$ cat src/rtl/core_types_pkg.sv
// Shared core types: physical register tag width (64 physical registers).
package core_types_pkg;

  typedef logic [5:0] phys_reg_tag_t;

endpackage

$ cat src/rtl/phys_reg_ready_table.sv
// phys_reg_ready_table
//   64-entry ready-bit scoreboard indexed by physical register tag.
//   Dispatch clears the destination entry, the two complete buses set entries,
//   and two combinational source ports read the table.
//   Entry 0 is hard-wired ready. A same-cycle clear beats a same-cycle set.
//   Optional feature macro: PRRT_COMPLETE_BYPASS_EN
//     defined   - a source read whose tag matches a valid complete bus in the
//                 same cycle returns 1.
//     undefined - source reads return registered table state only.
module phys_reg_ready_table
  import core_types_pkg::*;
(
  input  logic          CLK,
  input  logic          nRST,
  output logic          DUT_error,
  input  phys_reg_tag_t dispatch_source_0_phys_reg_tag,
  output logic          dispatch_source_0_ready,
  input  phys_reg_tag_t dispatch_source_1_phys_reg_tag,
  output logic          dispatch_source_1_ready,
  input  logic          dispatch_dest_write,
  input  phys_reg_tag_t dispatch_dest_phys_reg_tag,
  input  logic          complete_bus_0_valid,
  input  phys_reg_tag_t complete_bus_0_dest_phys_reg_tag,
  input  logic          complete_bus_1_valid,
  input  phys_reg_tag_t complete_bus_1_dest_phys_reg_tag
);

  logic [63:0] r_ready;
  logic [63:0] w_ready;
  logic [63:0] w_ready_next;
  logic        w_src0_bypass;
  logic        w_src1_bypass;
  logic        w_err_dup;
  logic        w_err_set0;
  logic        w_err_set1;

  // Entry 0 always reads ready regardless of stored state.
  assign w_ready = {r_ready[63:1], 1'b1};

  // Next table state: complete sets first, dispatch clear overrides, entry 0 pinned.
  always_comb begin
    w_ready_next = r_ready;
    if (complete_bus_0_valid) begin
      w_ready_next[complete_bus_0_dest_phys_reg_tag] = 1'b1;
    end
    if (complete_bus_1_valid) begin
      w_ready_next[complete_bus_1_dest_phys_reg_tag] = 1'b1;
    end
    if (dispatch_dest_write) begin
      w_ready_next[dispatch_dest_phys_reg_tag] = 1'b0;
    end
    w_ready_next[0] = 1'b1;
  end

  // Table register; asynchronous reset marks every register ready.
  always_ff @(posedge CLK or negedge nRST) begin
    if (!nRST) begin
      r_ready <= '1;
    end else begin
      r_ready <= w_ready_next;
    end
  end

`ifdef PRRT_COMPLETE_BYPASS_EN
  // Forward same-cycle completes to the source read ports.
  always_comb begin
    w_src0_bypass =
      (complete_bus_0_valid && (complete_bus_0_dest_phys_reg_tag == dispatch_source_0_phys_reg_tag)) ||
      (complete_bus_1_valid && (complete_bus_1_dest_phys_reg_tag == dispatch_source_0_phys_reg_tag));
    w_src1_bypass =
      (complete_bus_0_valid && (complete_bus_0_dest_phys_reg_tag == dispatch_source_1_phys_reg_tag)) ||
      (complete_bus_1_valid && (complete_bus_1_dest_phys_reg_tag == dispatch_source_1_phys_reg_tag));
  end
`else
  // No forwarding: reads see registered state only.
  always_comb begin
    w_src0_bypass = 1'b0;
    w_src1_bypass = 1'b0;
  end
`endif

  // Source reads use pre-update state, so a same-cycle clear is not visible.
  always_comb begin
    dispatch_source_0_ready = w_ready[dispatch_source_0_phys_reg_tag] | w_src0_bypass;
    dispatch_source_1_ready = w_ready[dispatch_source_1_phys_reg_tag] | w_src1_bypass;
  end

  // Protocol checks: duplicate complete tags, or completing an already-ready entry.
  // Suppressed during reset because the table then reads all-ready.
  always_comb begin
    w_err_dup  = complete_bus_0_valid && complete_bus_1_valid &&
                 (complete_bus_0_dest_phys_reg_tag == complete_bus_1_dest_phys_reg_tag) &&
                 (complete_bus_0_dest_phys_reg_tag != '0);
    w_err_set0 = complete_bus_0_valid && (complete_bus_0_dest_phys_reg_tag != '0) &&
                 w_ready[complete_bus_0_dest_phys_reg_tag];
    w_err_set1 = complete_bus_1_valid && (complete_bus_1_dest_phys_reg_tag != '0) &&
                 w_ready[complete_bus_1_dest_phys_reg_tag];
    DUT_error  = nRST && (w_err_dup || w_err_set0 || w_err_set1);
  end

endmodule

$ cat config.mk
export PLATFORM = sky130hd
export DESIGN_NAME = phys_reg_ready_table
export DESIGN_NICKNAME = d
export VERILOG_FILES = /design/src/rtl/core_types_pkg.sv /design/src/rtl/phys_reg_ready_table.sv
export SDC_FILE = /design/constraint.sdc
export NUM_CORES = 1
export LEC_CHECK = 0
export CAP_MARGIN = 10
export CORE_ASPECT_RATIO = 1.75
export CORE_UTILIZATION = 45
export DETAILED_ROUTE_END_ITERATION = 16
export PLACE_DENSITY = 0.65
export SYNTH_ARGS = -nofsm -noshare
export SYNTH_HDL_FRONTEND = slang
export SYNTH_SLANG_ARGS = --single-unit
$ cat constraint.sdc
create_clock -name CLK -period 2.1 [get_ports CLK]
set_input_delay 0.315 -clock CLK [delete_from_list [all_inputs] [get_ports CLK]]
set_output_delay 0.315 -clock CLK [all_outputs]
set_load 0.1 [all_outputs]
# [Yosys cells after proc, flatten, opt, wreduce, memory -nomap -nowiden]
# Cells that the tools add are included.
[totals] wordCells=46 ff_bits=63 output_inout_bits=3 input_bits=35
[op_classes] muxes=17 bitwise_logic=4 n_reduce_logical=15 n_lt_le_gt_ge=8 eq_ne=1
[ops] cell="2-to-1 mux 64 bit" count=3
[ops] cell="OR 64 bit" count=2
[ops] cell="AND 64 bit" count=1
[ops] cell="NOT 64 bit" count=1
[ops] cell="less-than comparator 6 x 7 -> 1 bit (second input constant)" count=5
[ops] cell="binary-select mux 1 bit (select 6 bit)" count=4
[ops] cell="demux 1 bit (select 6 bit)" count=3
[ops] cell="greater-or-equal comparator 6 x 1 -> 1 bit (second input constant)" count=3
[ops] cell="nonzero test 6 bit" count=2
[ops] cell="logical AND 1 bit" count=11
[ops] cell="2-to-1 mux 1 bit" count=7
[ops] cell="== test 6 bit" count=1
[ops] cell="logical OR 1 bit" count=2

# [Depth between registers and ports, before layout]
[logic_depth] depth_word=10 mapped_depth=10 mapped_depth_nobuf=6

# [Least setup slack after synthesis]
# No wires, ideal clock.
[synth_path] path_kind="input -> output" startpoint="input dispatch_source_0_phys_reg_tag[1]" endpoint="output dispatch_source_0_ready" arrival_time_ns=2.823 slack_ns=-1.038 required_time_ns=1.785 cell_stages=7 path_buffers=2 cell_sequence="buf_2 > buf_1 > mux4_1 > a211oi_1 > a311oi_1 > a211oi_1 > a21oi_1"
[synth_via] elab_chain_cells=2
[synth_rtl] item="start, declared" line="phys_reg_ready_table.sv:16" source="input phys_reg_tag_t dispatch_source_0_phys_reg_tag,"
[synth_rtl] item="binary-select mux 1 bit (select 6 bit)" line="phys_reg_ready_table.sv:84" source="dispatch_source_0_ready = w_ready[dispatch_source_0_phys_reg_tag] | w_src0_bypass;"
[synth_rtl] item="2-to-1 mux 1 bit (not written as such)" line="phys_reg_ready_table.sv:84"
[synth_rtl] item="end, declared" line="phys_reg_ready_table.sv:17" source="output logic dispatch_source_0_ready,"
# Every way passes these cells. The select of a mux whose other input is x is not followed.

# [Final worst setup path]
[layout_path] startpoint="input complete_bus_1_dest_phys_reg_tag[3]" endpoint="output DUT_error"
[layout_via] elab_chain_cells=6 elab_cells_between_ends=11 cone_classes="1 x eq/ne; 2 x mux; 8 x reduce/logical"
[layout_rtl] item="start, declared" line="phys_reg_ready_table.sv:25" source="input phys_reg_tag_t complete_bus_1_dest_phys_reg_tag"
[layout_rtl] item="branches (longest 4 deep; another with binary-select mux 1 bit (select 6 bit))"
[layout_rtl] item="logical OR 1 bit *" line="phys_reg_ready_table.sv:98" source="DUT_error = nRST && (w_err_dup || w_err_set0 || w_err_set1);"
[layout_rtl] item="logical AND 1 bit *" line="phys_reg_ready_table.sv:98"
[layout_rtl] item="end, declared" line="phys_reg_ready_table.sv:15" source="output logic DUT_error,"
# Mark *: on every way between the ends. The select of a mux whose other input is x is not followed.

==> run summary <==
DP Area -> 0.00733 mm²
max reg flops -> 63
clk root buf -> clkbuf_16
worst endpoint required time -> 1.78 ns
period utilisation layout -> 127%
peak supply drop -> 671 µV
final global-route overflow total -> 0
Sw Ratio -> 34.9%
unique cell type count in the Yosys netlist -> 52
Logic pwr share -> 43.0%
most frequent cells in the layout -> 164 x buf_4, 63 x dfstp_2, 60 x o22ai_1
Die X -> 86.0 µm
area delta synth->final -> 42.8%
routing usage on met2 -> 69.8%
maxcap violations -> 0
vias -> 6092
Slew @ Worst Pin -> 0.814 ns
initial DRC count -> 694
Yosys warnings -> 0
DRC Markers -> 0
Critical-path top delay cell -> or4_4
fin crit period -> 2.68 ns
M1 GR Usage -> 48.0%
all-layer global routing usage -> 42.6%
Flop pwr share -> 35.4%
final wirelength -> 26.2 mm
Finished Core Util -> 66.1%
I/O pin count -> 38
Multi-input gate area -> 0.00375 mm²
switching pwr -> 2.26 mW
GPL Wtd Cong -> 1.02
CTS tree -> done
outcome -> finished, violations left
vias in the first global route -> 6279
P_leak -> 3.11 nW
Seq/Total Area, Yosys -> 29.8%
met3 Use GR -> 10.1%
setup TNS -> -1.65 ns
Slew HR -> 45.7%
CP Max Fanout -> 2
CP max stage delay -> 0.55 ns
final HPWL from detailed placement -> 19.7 mm
min-delay worst type -> flop to flop
antenna viol nets, final -> 0
Placeable Area -> 0.0120 mm²
post-route clock skew -> 0 ns
most flop-heavy register -> r_ready
die height -> 149 µm
top flop regs -> r_ready: 63 flops
First-pass DRT Iterations -> 7
Fmax -> 373 MHz
CTS clk-pin slew, worst paths -> 0.06 ns
Core Rows -> 53
final setup fails -> 3
Synth top area share -> 29.8%
fin. max-slew vios -> 0
FF/Latch Area -> 0.00166 mm²
first-pass GRT wire length -> 38.5 mm
CTS H-tree lvls -> 3
Net Count, Synth -> 553
Setup CP Type -> input port to primary output
initial antenna violation count -> 0
RSZ-0062 raised after global routing -> yes
Die Footprint -> 0.0128 mm²
starting density of the core -> 46.3%
total power -> 6.49 mW
Seq cells post-synth -> 63
Post-synth EDFFs -> 0
async set-reset flop share out of synthesis -> 100%
failing checks -> negative setup slack
Post-CTS Hold Fix Bufs -> 0
design area -> 0.00793 mm²
nets@finish -> 741
CP Data Arrival Time -> 2.36 ns
Startpoint Class -> input port
Post-Layout Cell Count -> 876
Cells after Synth -> 518
CTS Sinks -> 63
Post-Syn Area -> 0.00555 mm²
final hold violations -> 0
largest net degree at the start of global routing -> 64
routed length per instance -> 29.9 µm
P per Cell Area -> 817 mW/mm²
synth top area cells -> dfstp_2 30%, mux4_1 12%, o22a_1 8.7%
CP Capture Type -> primary output
worst path cell trace -> clkdlybuf4s50_1 -> or4_4 -> a221oi_4 -> a31oi_4 -> buf_4 -> o311a_1 -> a41oi_2 -> a41o_4 -> buf_12
antenna cell count -> 0
clock latency on the worst-skew pair -> 0.33 ns
Setup WS post-layout -> -0.577 ns
number of fill cells -> 978
synthesized area per cell -> 10.7 µm²
dpl ws -> -0.909 ns
number of port buffers -> 37
Via-to-Cell Ratio -> 6.95
most common cell after layout, fill and taps aside -> buf_4
Min Hold Slack -> 0.544 ns
# placed instances -> 849
share of cells above drive strength 1 -> 48.0%
P_int -> 4.22 mW
CTS max path bufs -> 2
dominant cell type by area after synthesis -> dfstp_2
ys flop type -> dfstp_2
Num CTS Buffers -> 9
clock share of power -> 21.6%
global route hottest layer -> met2
-- worst max-delay path, delay by kind of cell --
family | cells | cell delay, ns
AO/OA/AOI/OAI | 5 | 0.73
buffers and inverters | 3 | 0.76
AND/OR/NAND/NOR | 1 | 0.55
-- worst paths after layout --
check	start	to	slack (ns)	depth (start not counted)
max in group asynchronous	nRST	r_ready[23]	1.38	2
worst max-delay path	complete_bus_1_dest_phys_reg_tag[3]	DUT_error	-0.58	9
min in group asynchronous	nRST	r_ready[56]	0.64	2
worst min-delay path	r_ready[36]	r_ready[36]	0.54	1
worst min register to register	r_ready[36]	r_ready[36]	0.54	1
worst max register to register	r_ready[24]	r_ready[24]	1.13	3
-- area by class of cell --
cell class              instances  area share (%)
inverters                       8           0.378
flip-flops and latches         63            20.9
multi-input cells             401            47.3
repair buffers                223            25.4
well taps                     165            2.60
clock inverters                 4           0.252
clock buffers                  12            3.23
-- power by group through the flow --
stage	combinational, mW	sequential (mW)	clock (mW)
6_report	2.79	2.29	1.40
5_1_grt	2.91	2.30	1.47
4_1_cts	2.72	2.24	1.41
3_5_place_dp	2.54	2.25	0
3_3_place_gp	2.50	2.22	0
2_1_floorplan	1.41	2.09	0
-- synthesized netlist by cell type, types with 8 or more instances --
cell type,n
a31oi_1,9
buf_2,20
dfstp_2,63
nand3b_1,11
clkbuf_1,14
a211oi_1,12
o22ai_1,61
o22a_1,55
nor2_1,27
mux4_1,26
a221oi_1,8
mux2i_1,23
nor2b_1,10
nand2b_1,8
mux4_2,20
nand2_1,24
a21oi_1,15
nand3_1,16
inv_1,8
-- per-layer routing --
metal / part of all wire (%) / up-vias
li1: - / 2538
met3: 8.5 / 142
met5: 0 / -
met2: 49 / 409
met4: 8.6 / 0
met1: 34 / 3003
-- cell families after synthesis --
kind of cell | synth area share, %
compound gates | 25.3
xor+xnor | 0.946
buf+inv | 5.43
flops | 29.8
mux | 26.2
simple gates | 12.2
-- timing repair --
| action | in CTS | in global routing |
|---|---|---|
| gates cloned | 5 | 0 |
| setup buffers | 7 | 0 |
| pin swaps | 11 | 4 |
| gates resized for setup | 55 | 7 |
| endpoints found under the setup margin | 10 | 3 |
No activity file was read; power rests on OpenSTA's default activity.
